File: src/rtl/cnt_pkg.sv
// Shared types and helpers for the counter block: feeder FSM states and increment limits.
// Imported by the feeder, the counter and the downstream monitors.
package cnt_pkg;

    typedef enum logic [1:0] {
        RUN   = 2'd0,
        FLUSH = 2'd1,
        CLEAR = 2'd2
    } feed_state_t;

    // Largest value an unsigned field of the given width can hold.
    function automatic int max_inc(input int width);
        return (1 << width) - 1;
    endfunction

endpackage

File: src/rtl/cnt_popcount.sv
// Combinational count of set bits in the event vector; zero latency, no flow control.
// Output is wide enough to hold NUM_SRC.
module cnt_popcount #(
    parameter int NUM_SRC = 4
) (
    input  logic [NUM_SRC-1:0]              bits,
    output logic [$clog2(NUM_SRC+1)-1:0]    count
);

    localparam int CW = $clog2(NUM_SRC + 1);

    always_comb begin
        count = '0;
        for (int i = 0; i < NUM_SRC; i++) begin
            count = count + CW'(bits[i]);
        end
    end

endmodule

File: src/rtl/cnt_event_feeder.sv
// Event backlog feeding the counter: 2-cycle event-to-inc latency, up to MAX_INC per cycle.
// pause halts draining while events keep accumulating; overflow saturates and sets drop_err.
module cnt_event_feeder
    import cnt_pkg::*;
#(
    parameter int NUM_SRC        = 4,
    parameter int CNT_INPUT_SIZE = 2,
    parameter int PEND_SIZE      = 6
) (
    input  logic                      clk,
    input  logic                      reset_L,
    input  logic [NUM_SRC-1:0]        ev,
    input  logic                      pause,
    input  logic                      clr_req,
    output logic                      clr_ack,
    output logic                      clear,
    output logic                      en,
    output logic [CNT_INPUT_SIZE-1:0] inc,
    output logic [PEND_SIZE-1:0]      pend_level,
    output logic                      drop_err
);

    localparam int CW       = $clog2(NUM_SRC + 1);
    localparam int MAX_INC  = max_inc(CNT_INPUT_SIZE);
    localparam int PEND_MAX = max_inc(PEND_SIZE);

    localparam logic [PEND_SIZE:0]        MAX_INC_W  = (PEND_SIZE+1)'(MAX_INC);
    localparam logic [PEND_SIZE:0]        PEND_MAX_W = (PEND_SIZE+1)'(PEND_MAX);
    localparam logic [CNT_INPUT_SIZE-1:0] MAX_INC_D  = CNT_INPUT_SIZE'(MAX_INC);

    feed_state_t                state, state_next;
    logic [PEND_SIZE-1:0]       pend, pend_next;
    logic [CW-1:0]              ev_cnt;
    logic [CW-1:0]              add;
    logic [CNT_INPUT_SIZE-1:0]  drain;
    logic [PEND_SIZE:0]         sum;
    logic                       sat;
    logic                       drop;
    logic                       enter_clear;

    cnt_popcount #(.NUM_SRC(NUM_SRC)) u_popcount (
        .bits  (ev),
        .count (ev_cnt)
    );

    always_comb begin
        drain = '0;
        if (!pause) begin
            if ({1'b0, pend} > MAX_INC_W) begin
                drain = MAX_INC_D;
            end else begin
                drain = pend[CNT_INPUT_SIZE-1:0];
            end
        end
    end

    assign add = (state == RUN) ? ev_cnt : '0;
    assign sum = {1'b0, pend} - (PEND_SIZE+1)'(drain) + (PEND_SIZE+1)'(add);
    assign sat = (sum > PEND_MAX_W);
    assign pend_next = sat ? PEND_MAX_W[PEND_SIZE-1:0] : sum[PEND_SIZE-1:0];
    assign drop = sat || ((state != RUN) && (|ev));

    // Leave FLUSH only once the backlog reads empty, i.e. one cycle after the
    // final drain was registered, so clear never coincides with en.
    always_comb begin
        state_next  = state;
        enter_clear = 1'b0;
        case (state)
            RUN: begin
                if (clr_req) state_next = FLUSH;
            end
            FLUSH: begin
                if ((pend == '0) && !pause) begin
                    state_next  = CLEAR;
                    enter_clear = 1'b1;
                end
            end
            CLEAR: begin
                state_next = RUN;
            end
            default: begin
                state_next = RUN;
            end
        endcase
    end

    always_ff @(posedge clk or negedge reset_L) begin
        if (!reset_L) begin
            state    <= RUN;
            pend     <= '0;
            inc      <= '0;
            en       <= 1'b0;
            clear    <= 1'b0;
            clr_ack  <= 1'b0;
            drop_err <= 1'b0;
        end else begin
            state   <= state_next;
            pend    <= pend_next;
            inc     <= drain;
            en      <= |drain;
            clear   <= enter_clear;
            clr_ack <= enter_clear;
            if (drop) begin
                drop_err <= 1'b1;
            end else if (enter_clear) begin
                drop_err <= 1'b0;
            end
        end
    end

    assign pend_level = pend;

endmodule

File: config.mk
export PLATFORM = sky130hd
export DESIGN_NAME = cnt_event_feeder
export DESIGN_NICKNAME = d
export VERILOG_FILES = /design/src/rtl/cnt_pkg.sv /design/src/rtl/cnt_popcount.sv /design/src/rtl/cnt_event_feeder.sv
export SDC_FILE = /design/constraint.sdc
export NUM_CORES = 1
export LEC_CHECK = 0
export BUFFER_PORTS_ARGS = -buffer_cell sky130_fd_sc_hd__clkbuf_2
export CORE_MARGIN = 3
export CORE_UTILIZATION = 56
export CTS_BUF_LIST = sky130_fd_sc_hd__clkbuf_2 sky130_fd_sc_hd__clkbuf_4 sky130_fd_sc_hd__clkbuf_8
export DETAILED_ROUTE_END_ITERATION = 8
export PLACE_DENSITY = 0.78
export SLEW_MARGIN = 10
export SYNTH_ARGS = -nofsm -noshare
export SYNTH_HDL_FRONTEND = slang
export SYNTH_SLANG_ARGS = --single-unit
export TNS_END_PERCENT = 50
File: constraint.sdc
create_clock -name clk -period 3.8 [get_ports clk]
set_input_delay 1.14 -clock clk [delete_from_list [all_inputs] [get_ports clk]]
set_output_delay 1.14 -clock clk [all_outputs]
set_load 0.02 [all_outputs]
==> flow_summary.toml, run 1 <==
[logic_synthesis]
synth.avg_cell_area_um2 = 9.60
synth_compound_area_share_pct = 21.1
syn_area_um2 = 980
yosys.cell_types.count = 30
synth-seq-cells = 13
synth_cells = 102
synth_top_cell_area_share_pct = 33.2
synth_top_family_by_area = "adder cells"
yosysSeqAreaShare_pct = 33.2
yosys.area_share.adder_pct = 22.0
yosys.area.top_type = "dfrtp_1"
syn-num-nets = 126
synth-xor-area-share_pct = 0
muxShareOfSynthArea_pct = 0
ys_top_cells_by_area = "dfrtp_1 33%, ha_1 18%, inv_1 8.0%"
ys.warnings.count = 0
synthSimpleGateAreaFrac_pct = 14.9

[critical_path]
cp.required_ns = 3.95
crit_chain = "buf_8 -> inv_4 -> ha_4 -> inv_2 -> fa_1 -> inv_1 -> ha_1 -> and2_1 -> ha_1 -> a21o_1 -> ha_1 -> nor2b_4 -> o31a_1 -> o311ai_4 -> buf_6 -> o221ai_2"
path_common_cell = "ha_1"
startpoint_type = "input port"
crit_family = "adder cells"
worstReg2RegStart = "pend_level[5]"
r2r-end = "drop_err"
slowest_delay_ns = 0.36
crit_fanout = 7
crit_slowest_cell = "fa_1"
crit_buf_inv = 5
arrival_ns = 3.96
r2r_setup_slack_ns = 0.78
end_kind = "flip-flop"
path_class = "in2reg"
r2r.worst_path.cells = 15

[pwr]
irDropWorstVdd_uv = 518
switching_share_pct = 44.9
p_sw_mw = 0.409
pwr-share-clk_pct = 9.8
p_leak_nw = 0.691
power.internal_mw = 0.501
power.density_nw_per_um2 = 718
pwr-share-comb_pct = 67.7
power_frac_seq_pct = 22.5

[floorplanning]
dieArea_um2 = 2290
die_w_um = 47.8
fp.dieH_um = 47.8
coreArea_um2 = 1580
fp-row-count = 14
start_util_pct = 62.1
ios = 20

[cts]
clockRootBuffer = "clkbuf_4"
cts_max_path_buffers = 2
cts_buffers = 3
cts.sinks = 13
clock_latency_ns = 0.27
htreeDepth = 1
clk_pin_slew_ns = 0.07
cts_tree = "yes"
hold_buffers = 0

[route]
ant_nets = 0
via_per_inst = 5.50
route.detailed.drc = 0
avgRoutedWirePerCell_um = 14.1
routed_wirelength_um = 2150
wl_met2_um = 1130
wl_met1_um = 950
wl_met3_um = 50
num_vias = 841
drt_iter0_markers = 17
dr.pass1.iters = 6
highest_layer = "met4"

[timing]
rsz0062_at_grt = "true"
setup_ws_ns = -0.0179
fin_setup_tns_ns = -0.0309
max_freq_mhz = 262
slew-limit-headroom_pct = 68.5
setup_viol = 2
drv_slew = 0
hold_viol = 0
period_share_pct = 100
worstMarginPinSlew_ns = 0.466
fin_crit_ns = 3.82
clock_skew_ns = 0.00476

[finish]
multi_input_area_um2 = 593
regArea_um2 = 325
layout_common_cells = "17 x inv_1, 17 x clkbuf_2, 13 x dfrtp_1"
diodes = 0
area_delta_synth_final_pct = 29.5
design_area_um2 = 1270
drive_above_1_share_pct = 35.0
nFillCells = 109
nets = 162

[placement]
dp_hpwl_um = 1580
gp_congestion = 0.845
port_buffers = 19
place_area_um2 = 1160

[run_status]
violations = "negative setup slack"
status = "complete, but fails checks"

[global_route]
antenna_found_initial = 0
grt_pass1_vias = 700
overflow = 0
grt_pass1_wl_um = 2980
grt_max_degree = 14
grt_usage_pct = 18.7

[min_path]
hold_path_depth = 1
min_path_type = "reg2reg"
min_to = "state[0]"
min-delay-start = "state[1]"

[run]
cap_viol_max_count = 0
==> cell usage after synthesis <==
cell      number
a21o_1         2
buf_4          1
and3b_1        4
a211oi_1       4
fa_1           2
nand2_1        2
or3_1          1
nor2b_1        1
nor3_1         2
o21ai_1        4
o311ai_4       1
o311ai_1       1
and3_1         2
nor4_1         1
dfrtp_1       13
o31a_1         1
inv_1         21
o211ai_1       1
o221ai_2       1
nor3b_1        1
and2_1         1
a21oi_1        3
o41ai_1        1
o21a_1         3
nor2b_4        1
ha_1          14
a31oi_1        3
nand2b_1       2
nor2_1         6
o21ai_0        2
==> worst reg2reg max path, delay by kind of cell (launching register included) <==
family / cells / cell delay (ns)
buffers and inverters: 4 / 0.40
adders and majority gates: 4 / 0.90
AOI/OAI and AO/OA: 5 / 0.88
DFF: 1 / 0.44
and+or+nand+nor: 2 / 0.27
==> registers in the layout, indices dropped and copies added, names as in the netlist <==
register / count
clear: 1
drop_err: 1
en: 1
inc: 2
pend_level: 6
state: 2
==> per-stage QoR <==
| step | cells | worst slack, ns | hold WS (ns) | utilization [%] | power (mW) |
|---|---|---|---|---|---|
| after CTS | 149 | 0.00236 | 0.496 | 76.3 | 0.835 |
| after floorplan | 102 | -0.0284 | 0.448 | - | 0.581 |
| after global routing | 153 | -0.135 | 0.516 | 80.5 | 0.989 |
| after global placement | 145 | -0.222 | 0.476 | 73.6 | 0.719 |
| after detailed placement | 145 | -0.308 | 0.486 | 73.6 | 0.740 |
| final | 153 | -0.0179 | 0.491 | 80.5 | 0.911 |
==> cell type report <==
cell class | count | share of cell area, %
multi-input cells | 67 | 46.7
well taps | 16 | 1.58
clock buffers | 4 | 2.37
flip-flops and latches | 13 | 25.6
inverters | 21 | 6.61
repair buffers | 32 | 17.1
==> repair_timing <==
item / in CTS / in global routing
setup endpoints to repair: 3 / 7
pin swaps: 0 / 1
resized for setup: 3 / 12
buffers inserted: 0 / 4
hold endpoints to repair: 0 / 0
gates cloned: 0 / 0
==> logic make-up (layout without fill, tap and decap cells) <==
| kind of cell | after synthesis | in the layout |
|---|---|---|
| AO/OA/AOI/OAI | 27 | 27 |
| flip-flops | 13 | 13 |
| adder cells (fa/ha/maj) | 16 | 16 |
| AND/OR/NAND/NOR | 24 | 24 |
| buffers and inverters | 22 | 57 |
==> power groups by stage <==
stage	combinational [mW]	sequential [mW]	clock [mW]
floorplan	0.344	0.236	0
global placement	0.514	0.206	0
detailed placement	0.532	0.207	0
CTS	0.538	0.205	0.0922
global route	0.678	0.210	0.101
finish	0.617	0.205	0.0892
==> routing by layer <==
layer	track usage, %	vias up
li1	-	424
met5	0	-
met2	32.5	17
met4	8.06	0
met3	2.26	2
met1	22.9	398
==> worst max-delay path by stage <==
stage | start | end | slack (ns) | depth (start not counted)
after floorplan | ev[0] | drop_err | -0.03 | 14
after global placement | ev[0] | pend_level[4] | -0.22 | 15
after detailed placement | ev[0] | pend_level[4] | -0.31 | 15
after CTS | ev[1] | pend_level[4] | 0.002 | 15
after global routing | ev[1] | pend_level[5] | -0.14 | 16
final | ev[1] | drop_err | -0.02 | 16
Power figures use the tool's default switching activity.
==> inputs of run 2 (changes only) <==
Settings changed: RECOVER_POWER from default to 50.
==> run 2 against run 1 <==
The run still ends with negative setup slack left. Combinational power about the same. Wire length up 0.37%. Final cell count unchanged. Power about the same. Critical endpoint unchanged.
==> flow_summary.toml, run 2 (synthesized netlist as in run 1, its figures left out) <==
[run_status]
status = "complete, but fails checks"
violations = "negative setup slack"

[finish]
diodes = 0
layout_common_cells = "17 x inv_1, 15 x clkbuf_2, 13 x dfrtp_1"
largest_reg_flops = 6
final_common_cell = "inv_1"
final_util_pct = 80.3
nets = 162
drive_above_1_share_pct = 33.6
area_delta_synth_final_pct = 29.2

[critical_path]
crit_slowest_cell = "fa_1"
slowest_delay_ns = 0.36
crit_buf_inv = 5
path_common_cell = "ha_1"
path_class = "in2reg"
crit_fanout = 7
arrival_ns = 3.96
cp.required_ns = 3.95
end_kind = "flip-flop"
crit_family = "adder cells"
crit_chain = "buf_8 -> inv_4 -> ha_4 -> inv_2 -> fa_1 -> inv_1 -> ha_1 -> and2_1 -> ha_1 -> a21o_1 -> ha_1 -> nor2b_4 -> o31a_1 -> o311ai_4 -> buf_6 -> o221ai_2"
startpoint_type = "input port"

[floorplanning]
dieArea_um2 = 2290
fp.dieH_um = 47.8
fp-row-count = 14
ios = 20
die_w_um = 47.8
start_util_pct = 62.1
coreArea_um2 = 1580

[route]
num_vias = 842
route.detailed.drc = 0
avgRoutedWirePerCell_um = 14.1
drt_iter0_markers = 17
dr.pass1.iters = 6
routed_wirelength_um = 2160
ant_nets = 0
via_per_inst = 5.50

[min_path]
min_path_type = "reg2reg"

[timing]
setup_viol = 2
hold_viol = 0
setup_ws_ns = -0.0117
drv_slew = 0
period_share_pct = 100
clock_skew_ns = 0.00485
fin_crit_ns = 3.81
worstMarginPinSlew_ns = 0.667
rsz0062_at_grt = "true"
max_freq_mhz = 262
slew-limit-headroom_pct = 55.5

[global_route]
grt_usage_pct = 18.7
grt_pass1_vias = 700
grt_max_degree = 14
overflow = 0
antenna_found_initial = 0
grt_pass1_wl_um = 2980

[cts]
cts_max_path_buffers = 2
cts_tree = "yes"
clk_pin_slew_ns = 0.07
clockRootBuffer = "clkbuf_4"
htreeDepth = 1
cts.sinks = 13
cts_buffers = 3
clock_latency_ns = 0.27
hold_buffers = 0

[pwr]
irDropWorstVdd_uv = 519
power_mw = 0.911
p_leak_nw = 0.685
power.density_nw_per_um2 = 720

[placement]
gp_congestion = 0.845
dp_hpwl_um = 1580
port_buffers = 19

[run]
cap_viol_max_count = 0
## run 2: changes by cell type in the layout (fill, tap and decap cells not counted)
cell,delta
clkbuf_1,+2
clkbuf_2,-2
## run 2: worst paths after layout
kind / from / end / slack, ns / cells after the start
min in group asynchronous: reset_L / pend_level[4] / 0.87 / 1
worst min-delay path: state[1] / state[0] / 0.49 / 1
worst max-delay path: ev[1] / drop_err / -0.01 / 16
worst max register to register: pend_level[5] / drop_err / 0.78 / 15
worst min register to register: state[1] / state[0] / 0.49 / 1
max in group asynchronous: reset_L / drop_err / 2.50 / 1
## run 2: metrics by stage
stage / setup TNS [ns] / area [um2] / setup slack [ns] / hold WS (ns) / std cells
global placement: -1.31 / 1160 / -0.222 / 0.476 / 145
CTS: 0 / 1200 / 0.00236 / 0.496 / 149
global route: -0.697 / 1270 / -0.135 / 0.516 / 153
finish: -0.0183 / 1270 / -0.0117 / 0.491 / 153
floorplan: -0.0284 / 985 / -0.0284 / 0.448 / 102
detailed placement: -1.85 / 1160 / -0.308 / 0.486 / 145
## run 2: routing by layer
metal  vias up  routed length (um)  share of wire [%]  GRT usage [%]
li1        424                   -                  -              -
met1       397                 940                 44           22.9
met2        19                1140                 53           32.5
met3         2                  63                2.9           2.26
met4         0                  14               0.65           8.06
met5         -                   0                  0              0
## run 2: what timing repair did
item	in CTS	in global routing
buffers inserted	0	4
pin swaps	0	1
setup endpoints to repair	3	7
resized for setup	3	12
## run 2: cell type report
class,count,area (um2)
tap,16,20.0
sequential,13,325
inverter,21,83.8
timing repair buffer,32,214
multi-input combinational,67,593
fill,111,310
clock buffer,4,30.0
## run 2: report_power, final
group	switching [mW]	leakage (nW)	internal (mW)
registers	0.0334	0.142	0.171
logic	0.334	0.524	0.282
clock network	0.0421	0.0184	0.0478
total	0.410	0.685	0.501
==> inputs of run 3 (changes only) <==
Settings changed: CORE_MARGIN 3 to default, PLACE_DENSITY 0.78 to 0.77.
==> run 3 against run 2 <==
The run ends with design-rule violations left. Non-clock buffer count is 4 lower. Wire length is 3.7% lower. Global-route usage is 5.6 points higher. Critical endpoint unchanged. Combinational power is 9.7% lower. Final cell count is 2.6% lower. Flip-flop and latch count stayed put. Power is 6.0% lower.
==> flow_summary.toml, run 3 (synthesized netlist as in run 1, its figures left out) <==
[cts]
cts_max_path_buffers = 2
cts_tree = "yes"
clk_pin_slew_ns = 0.07
hold_buffers = 0
cts.sinks = 13
cts_buffers = 3
clockRootBuffer = "clkbuf_4"
clock_latency_ns = 0.28
htreeDepth = 1

[min_path]
min_path_type = "reg2reg"

[finish]
nFillCells = 108
nets = 158
finalNonFillerCells = 149
diodes = 0
drive_above_1_share_pct = 31.6
largest_reg_flops = 6
final_common_cell = "inv_1"
final_util_pct = 78.6
layout_common_cells = "17 x inv_1, 16 x clkbuf_2, 13 x dfrtp_1"
area_delta_synth_final_pct = 26.4

[critical_path]
crit_buf_inv = 5
startpoint_type = "input port"
path_common_cell = "inv_2"
slowest_delay_ns = 0.43
end_kind = "flip-flop"
crit_slowest_cell = "fa_1"
crit_family = "adder cells"
crit_fanout = 7
cp.required_ns = 3.94
crit_chain = "buf_8 -> inv_4 -> ha_4 -> inv_2 -> fa_1 -> or3_1 -> ha_1 -> inv_1 -> ha_2 -> inv_2 -> fa_2 -> nor2b_4 -> o31a_1 -> o311ai_4 -> o221ai_2"
arrival_ns = 3.89
path_class = "in2reg"

[timing]
setup_ws_ns = 0.0597
fin_crit_ns = 3.74
slew-limit-headroom_pct = 55.0
rsz0062_at_grt = "true"
hold_viol = 0
setup_viol = 0
period_share_pct = 98.4
max_freq_mhz = 267
drv_slew = 0
worstMarginPinSlew_ns = 0.675
holdWs_ns = 0.504
clock_skew_ns = 0.00678

[floorplanning]
fp-row-count = 14
dieArea_um2 = 1920
ios = 20
coreArea_um2 = 1580
fp.dieH_um = 43.8
die_w_um = 43.8
start_util_pct = 62.1

[placement]
pre_cts_ws_ns = -0.317
gp_congestion = 0.845
dp_hpwl_um = 1580
port_buffers = 19
dp_cells = 145

[route]
drt_iter0_markers = 26
via_per_inst = 5.70
dr.pass1.iters = 6
avgRoutedWirePerCell_um = 14.0
num_vias = 850
route.detailed.drc = 3
routed_wirelength_um = 2080
ant_nets = 0

[pwr]
power_mw = 0.857
power.density_nw_per_um2 = 691
irDropWorstVdd_uv = 547
p_leak_nw = 0.663

[global_route]
grt_pass1_vias = 763
grt_pass1_wl_um = 3350
grt_max_degree = 14
antenna_found_initial = 0
overflow = 0
grt_usage_pct = 24.3

[run]
cap_viol_max_count = 0

[run_status]
status = "complete, but fails checks"
violations = "design-rule violations"
run 3: cell count changes in the layout (fill, tap and decap cells not counted):
cell      before  now
ha_4           1    2
buf_6          1    0
o21ai_2        2    0
ha_1          12   11
o21ai_1        2    4
clkbuf_1       2    1
clkbuf_2      15   16
buf_4         12    9
run 3: what timing repair did:
action / CTS / global route
setup buffers: 0 / 0
gates cloned: 0 / 0
gates resized for setup: 1 / 11
endpoints found under the setup margin: 1 / 7
run 3: final timing paths:
check                         startpoint        to  slack (ns)  cells past startpoint
max                                ev[0]  drop_err        0.06                     15
min                             state[1]  state[0]        0.50                      1
max reg2reg                pend_level[5]  drop_err        0.81                     14
min reg2reg                     state[1]  state[0]        0.50                      1
max in group asynchronous        reset_L     clear        2.51                      1
min in group asynchronous        reset_L        en        0.86                      1
run 3: report_power, final:
group | internal [mW] | switching [mW] | total (mW)
clock | 0.0479 | 0.0471 | 0.0950
combinational | 0.250 | 0.307 | 0.556
sequential | 0.171 | 0.0336 | 0.205
total | 0.469 | 0.388 | 0.857
run 3: stage by stage:
stage          setup TNS [ns]  instance area (um2)
2_1_floorplan         -0.0284                  985
3_3_place_gp            -1.25                 1160
3_5_place_dp            -1.98                 1160
4_1_cts               -0.0112                 1190
5_1_grt               -0.0607                 1240
6_report                    0                 1240
run 3: metal layers:
| layer | share of wire [%] | routed length [um] | track usage, % |
|---|---|---|---|
| met3 | 3.3 | 68 | 5.00 |
| met2 | 48 | 995 | 37.6 |
| met5 | 0 | 0 | 0 |
| met1 | 47 | 978 | 33.2 |
| met4 | 1.7 | 36 | 9.38 |
run 3: cell type report:
cell class,instances,area (um2),area share [%]
multi-input cells,67,598,48.3
well taps,16,20.0,1.62
inverters,21,83.8,6.77
clock buffers,4,30.0,2.42
repair buffers,28,181,14.6
flip-flops and latches,13,325,26.3
